## src/rtl/cail_sched.sv

```systemverilog
// cail_sched: issue scheduler for the shared short->float->multiply calibration datapath.
// Takes one frame of NUM_CH samples, issues one sample per cycle with its channel's
// coefficient, and tags every slot so results can be re-associated at the pipeline output.
// Optional feature macro: CAIL_PARAM_WR_EN adds param_wr/param_addr/param_wdata and a
// writable coefficient file; without it every coefficient is the constant 1.0.
// Handshake: frame_valid is a one-cycle strobe with no back-pressure. A frame is always
// accepted into the work buffer (IDLE) or the pending buffer; if both are occupied and no
// promotion frees pending in that cycle, the new frame is dropped and overflow pulses.
module cail_sched #(
   parameter  int NUM_CH   = 8,
   parameter  int PIPE_LAT = 9,
   localparam int CH_W     = $clog2(NUM_CH)
) (
   input  logic                 clk,
   input  logic                 rst,
   input  logic                 frame_valid,
   input  logic [16*NUM_CH-1:0] frame_data,
   input  logic [NUM_CH-1:0]    ch_mask,
`ifdef CAIL_PARAM_WR_EN
   input  logic                 param_wr,
   input  logic [CH_W-1:0]      param_addr,
   input  logic [31:0]          param_wdata,
`endif
   output logic [15:0]          dp_data,
   output logic [31:0]          dp_param,
   input  logic [31:0]          dp_result,
   output logic                 res_valid,
   output logic [CH_W-1:0]      res_ch,
   output logic [31:0]          res_data,
   output logic                 frame_done,
   output logic                 busy,
   output logic                 overflow,
   output logic [1:0]           dbg_state
);

   localparam logic [31:0]     COEF_ONE = 32'h3F80_0000;
   localparam logic [CH_W-1:0] LAST_CH  = CH_W'(NUM_CH - 1);

   typedef enum logic [1:0] {S_IDLE = 2'd0, S_ISSUE = 2'd1, S_DRAIN = 2'd2} state_t;

   // occ marks a slot that was issued (masked or not); vld marks a slot that yields a result.
   typedef struct packed {
      logic            occ;
      logic            vld;
      logic            last;
      logic [CH_W-1:0] ch;
   } tag_t;

   state_t               state_q, state_d;
   logic [CH_W-1:0]      idx_q, idx_d;
   logic [16*NUM_CH-1:0] work_q, work_d, pend_q, pend_d;
   logic [NUM_CH-1:0]    wmask_q, wmask_d, pmask_q, pmask_d;
   logic                 pend_full_q, pend_full_d;
   // Entry 0 travels with the dp_data/dp_param registers; entries 1..PIPE_LAT follow the
   // datapath latency, so the head lines up with dp_result.
   tag_t                 tag_q [PIPE_LAT+1];
   tag_t                 tag_in_d, head;
   logic [15:0]          dp_data_q, dp_data_d;
   logic [31:0]          dp_param_q, dp_param_d, coef_rd;
   logic                 res_valid_q, res_valid_d;
   logic                 frame_done_q, frame_done_d;
   logic                 overflow_q, overflow_d;
   logic [CH_W-1:0]      res_ch_q, res_ch_d;
   logic [31:0]          res_data_q, res_data_d;
   logic                 pipe_occ, promote, load_new, issue;

`ifdef CAIL_PARAM_WR_EN
   logic [31:0] coef_q [NUM_CH];

   // Coefficient file: a write lands at the edge, so the slot issued in that cycle sees the old value.
   always_ff @(posedge clk or posedge rst) begin
      if (rst) begin
         for (int i = 0; i < NUM_CH; i++) coef_q[i] <= COEF_ONE;
      end else if (param_wr) begin
         coef_q[param_addr] <= param_wdata;
      end
   end

   assign coef_rd = coef_q[idx_q];
`else
   assign coef_rd = COEF_ONE;
`endif

   assign head = tag_q[PIPE_LAT];

   // Any issued slot still in flight keeps the scheduler out of IDLE.
   always_comb begin
      pipe_occ = 1'b0;
      for (int i = 0; i <= PIPE_LAT; i++) pipe_occ = pipe_occ | tag_q[i].occ;
   end

   // FSM next state, issue datapath and input arbitration between work and pending buffers.
   always_comb begin
      state_d     = state_q;
      idx_d       = idx_q;
      work_d      = work_q;
      wmask_d     = wmask_q;
      pend_d      = pend_q;
      pmask_d     = pmask_q;
      pend_full_d = pend_full_q;
      tag_in_d    = '0;
      dp_data_d   = '0;
      dp_param_d  = '0;
      overflow_d  = 1'b0;
      promote     = 1'b0;
      load_new    = 1'b0;
      issue       = 1'b0;

      case (state_q)
         S_IDLE: begin
            if (pend_full_q) begin
               promote = 1'b1;
               idx_d   = '0;
               state_d = S_ISSUE;
            end else if (frame_valid) begin
               load_new = 1'b1;
               idx_d    = '0;
               state_d  = S_ISSUE;
            end
         end
         S_ISSUE: begin
            issue = 1'b1;
            idx_d = idx_q + CH_W'(1);
            if (idx_q == LAST_CH) begin
               if (pend_full_q) begin
                  // Back-to-back frame: next cycle issues slot 0 of the promoted frame.
                  promote = 1'b1;
                  idx_d   = '0;
               end else begin
                  state_d = S_DRAIN;
               end
            end
         end
         S_DRAIN: begin
            if (pend_full_q) begin
               promote = 1'b1;
               idx_d   = '0;
               state_d = S_ISSUE;
            end else if (!pipe_occ) begin
               state_d = S_IDLE;
            end
         end
         default: state_d = S_IDLE;
      endcase

      if (issue) begin
         dp_data_d     = wmask_q[idx_q] ? work_q[16*idx_q +: 16] : 16'h0000;
         dp_param_d    = coef_rd;
         tag_in_d.occ  = 1'b1;
         tag_in_d.vld  = wmask_q[idx_q];
         tag_in_d.last = (idx_q == LAST_CH);
         tag_in_d.ch   = idx_q;
      end

      if (promote) begin
         work_d      = pend_q;
         wmask_d     = pmask_q;
         pend_full_d = 1'b0;
      end

      if (load_new) begin
         work_d  = frame_data;
         wmask_d = ch_mask;
      end

      // A promotion in the same cycle frees pending, so the new frame is kept rather than dropped.
      if (frame_valid && !load_new) begin
         if (!pend_full_q || promote) begin
            pend_d      = frame_data;
            pmask_d     = ch_mask;
            pend_full_d = 1'b1;
         end else begin
            overflow_d = 1'b1;
         end
      end
   end

   // Result side: re-associate the datapath product with the tag at the head of the pipe.
   always_comb begin
      res_valid_d  = head.occ & head.vld;
      frame_done_d = head.occ & head.last;
      res_ch_d     = head.ch;
      res_data_d   = (head.occ & head.vld) ? dp_result : 32'h0;
   end

   // State, buffers, tag pipe and all registered outputs.
   always_ff @(posedge clk or posedge rst) begin
      if (rst) begin
         state_q      <= S_IDLE;
         idx_q        <= '0;
         work_q       <= '0;
         wmask_q      <= '0;
         pend_q       <= '0;
         pmask_q      <= '0;
         pend_full_q  <= 1'b0;
         dp_data_q    <= '0;
         dp_param_q   <= '0;
         res_valid_q  <= 1'b0;
         res_ch_q     <= '0;
         res_data_q   <= '0;
         frame_done_q <= 1'b0;
         overflow_q   <= 1'b0;
         for (int i = 0; i <= PIPE_LAT; i++) tag_q[i] <= '0;
      end else begin
         state_q      <= state_d;
         idx_q        <= idx_d;
         work_q       <= work_d;
         wmask_q      <= wmask_d;
         pend_q       <= pend_d;
         pmask_q      <= pmask_d;
         pend_full_q  <= pend_full_d;
         dp_data_q    <= dp_data_d;
         dp_param_q   <= dp_param_d;
         res_valid_q  <= res_valid_d;
         res_ch_q     <= res_ch_d;
         res_data_q   <= res_data_d;
         frame_done_q <= frame_done_d;
         overflow_q   <= overflow_d;
         tag_q[0]     <= tag_in_d;
         for (int i = 1; i <= PIPE_LAT; i++) tag_q[i] <= tag_q[i-1];
      end
   end

   assign dp_data    = dp_data_q;
   assign dp_param   = dp_param_q;
   assign res_valid  = res_valid_q;
   assign res_ch     = res_ch_q;
   assign res_data   = res_data_q;
   assign frame_done = frame_done_q;
   assign overflow   = overflow_q;
   assign busy       = (state_q != S_IDLE);
   assign dbg_state  = state_q;

endmodule

```

## config.mk

```make
export PLATFORM = sky130hd
export DESIGN_NAME = cail_sched
export DESIGN_NICKNAME = d
export VERILOG_FILES = /design/src/rtl/cail_sched.sv
export SDC_FILE = /design/constraint.sdc
export NUM_CORES = 1
export LEC_CHECK = 0
export ABC_AREA = 1
export CORE_MARGIN = 5
export CORE_UTILIZATION = 55
export DETAILED_ROUTE_END_ITERATION = 10
export MAX_ROUTING_LAYER = met4
export PLACE_DENSITY = 0.81
export SKIP_CTS_REPAIR_TIMING = 1
export SLEW_MARGIN = 20
export SYNTH_ARGS = -nofsm -noshare
export SYNTH_HDL_FRONTEND = slang
export SYNTH_SLANG_ARGS = --single-unit
```

## constraint.sdc

```tcl
create_clock -name clk -period 17 [get_ports clk]
set_clock_uncertainty 0.2 [all_clocks]
set_input_delay 3.4 -clock clk [delete_from_list [all_inputs] [get_ports clk]]
set_output_delay 3.4 -clock clk [all_outputs]
set_load 0.02 [all_outputs]
```

==> results_dict.tcl <==
set metrics [dict create \
    grt_pass1_vias 14450 \
    period_share_pct 36.30 \
    synth_cells 2219 \
    io_pins 260 \
    path_max_fanout 75 \
    synth_seq_cells 392 \
    num-nets-final 2543 \
    power.net_switching_mw 1.561 \
    yosysMostFrequentCell "nand2_1" \
    antenna-diode-count 0 \
    grt_max_degree 205 \
    dp_slack_ns 10.26 \
    crit_type "in2reg" \
    rows 65 \
    clkPwrFrac_pct 23.0 \
    hp-class "reg2reg" \
    postRouteAntennaNets 0 \
    layout-drive-gt1-share_pct 3.878 \
    dp_hpwl_um 29440 \
    internal-power_mw 2.339 \
    slew_headroom_pct 28.96 \
    fin_ws_ns 10.83 \
    timing_hold_violations_final 0 \
    clock_sinks 392 \
    peakVddDrop_mv 0.1385 \
    hold_depth 0 \
    synth_common_cells "nand2_1 (1049), dfrtp_1 (392), nand3_1 (217), inv_1 (190), o21ai_0 (138)" \
    ys.warnings.count 0 \
    cp.arrival_ns 6.42 \
    yosysTopAreaCellShare_pct 55.84 \
    wl_per_cell_um 16.73 \
    syn_area_per_cell_um2 7.916 \
    insertion_delay_ns 0.52 \
    yosysSeqAreaShare_pct 55.84 \
    p_comb_share_pct 38.9 \
    end_kind "flop" \
    drt-initial-drc-count 1490 \
    wirelength_um 46860 \
    synth-async-reset-ratio_pct 100.0 \
    required_ns 17.25 \
    clockBufferDepth 3 \
    worst_pin_slew_ns 1.066 \
    grt_pass1_wl_um 75330 \
    setup_viol 0 \
    grt_usage_pct 26.61 \
    root_buffer "clkbuf_16" \
    cts_made_buffers 40 \
    post-place-cells 2729 \
    die_area_um2 35610 \
    antenna_found_initial 0 \
    firstDrtPassIters 6 \
    die_height_um 188.7 \
    stdcell_area_um2 21030 \
    synth_top_area_cell "dfrtp_1" \
    via_count 14980 \
    p_leak_nw 11.22 \
    fmax_ghz 0.1621 \
    htreeDepth 2 \
    drc 0 \
    synth_edf_count 0 \
    grt-ovfl-total 0 \
    synthFlopType "dfrtp_1" \
    avgViaCountPerCell 5.348 \
    timing.setup.tns_ns 0 \
    portBuffers 234 \
    gp_congestion 0.8608 \
    die_w_um 188.7 \
    synth.area.top_cells "dfrtp_1 (56%), nand2_1 (22%), nand3_1 (6.2%)" \
    layout.cells.non_filler 2800 \
    switching_share_pct 40.04 \
    ys_types 24 \
    power_density_nw_per_um2 185.4 \
    min_period_ns 6.170 \
    max-cap-violations 0 \
    placed_area_um2 19660 \
    rsz0062_at_grt "false" \
    start_kind "primary input" \
    report.power.total_mw 3.900 \
    initial_core_util_pct 55.67 \
    whs_ns 0.1465 \
    syn_area_um2 17570 \
    reg2reg_depth 9 \
    outcome "finished clean" \
    area_growth_pct 19.73 \
    clk_pin_slew_ns 0.06 \
    core_um2 31560 \
    slew_viol_final 0 \
    cts_tree "built" \
    utilization_pct 66.65 \
    power_frac_seq_pct 38.1 \
]
## state kept, by name, summed over array words and instances (netlist names), 2 cells and up
name	count
dbg_state	2
dp_data	16
head	3
idx_q	3
pend_q	128
pmask_q	8
res_ch	3
res_ch_d	3
res_data	32
tag_q	53
wmask_q	8
work_q	128
## logic make-up (layout without fill, tap and decap cells)
kind of cell	count (synthesis)	after routing	synth area share [%]
AND/OR/NAND/NOR	1323	1323	30.02
flip-flops	392	392	55.84
buffers and inverters	360	515	9.915
AO/OA/AOI/OAI	141	141	4.053
adder cells (fa/ha/maj)	2	2	0.1424
other	1	25	0.02135
## layout by cell type, fill, tap and decap left out, drive strengths merged
cell type and count:
clkinvlp 2, conb 25, inv 193, nor2 48, a21oi 1, ha 2, nand2 1053, nand4 4
clkbuf 57, a21boi 1, clkdlybuf4s50 234, dfrtp 392, bufinv 4, buf 16, o21ai 139, nand3 218
clkinv 9
## layout make-up
class                   instances  area (µm²)
inverters                     195       742.0
clock buffers                  57        1176
multi-input cells            1491        6135
flip-flops and latches        392        9811
repair buffers                250        2495
clock inverters                13       170.2
well taps                     402       503.0
fillers                      2556       10520
## metal layers
metal / GRT usage [%] / vias to the layer above / part of all wire, %
met1: 37.02 / 7131 / 42
met3: 3.946 / 85 / 8.1
met4: 7.455 / 0 / 3.0
met5: - / - / 0
li1: - / 6999 / -
met2: 41.46 / 760 / 47
## power groups by stage
stage / combinational, mW / sequential [mW] / clock (mW)
finish: 1.52 / 1.49 / 0.897
global placement: 1.45 / 1.48 / 0
detailed placement: 1.50 / 1.49 / 0
floorplan: 1.09 / 1.48 / 0
CTS: 1.51 / 1.48 / 0.907
global route: 1.72 / 1.52 / 0.943
## critical path, cell delays in order
cell             delay, ns
clkdlybuf4s50_1       0.53
nand3_4               0.10
inv_4                 0.58
nor2_4                0.07
nand2_4               0.54
buf_4                 0.76
nand2_1               0.14
nand2_1               0.11
## worst paths after layout
kind	from	endpoint	slack, ns
max	frame_valid	pend_q[123]	10.83
min	tag_q[34]	tag_q[28]	0.15
max reg2reg	idx_q[2]	pend_q[123]	12.92
min reg2reg	tag_q[34]	tag_q[28]	0.15
max in group asynchronous	rst	work_q[52]	10.90
min in group asynchronous	rst	res_data[13]	3.23
No activity file was read; power rests on OpenSTA's default activity.
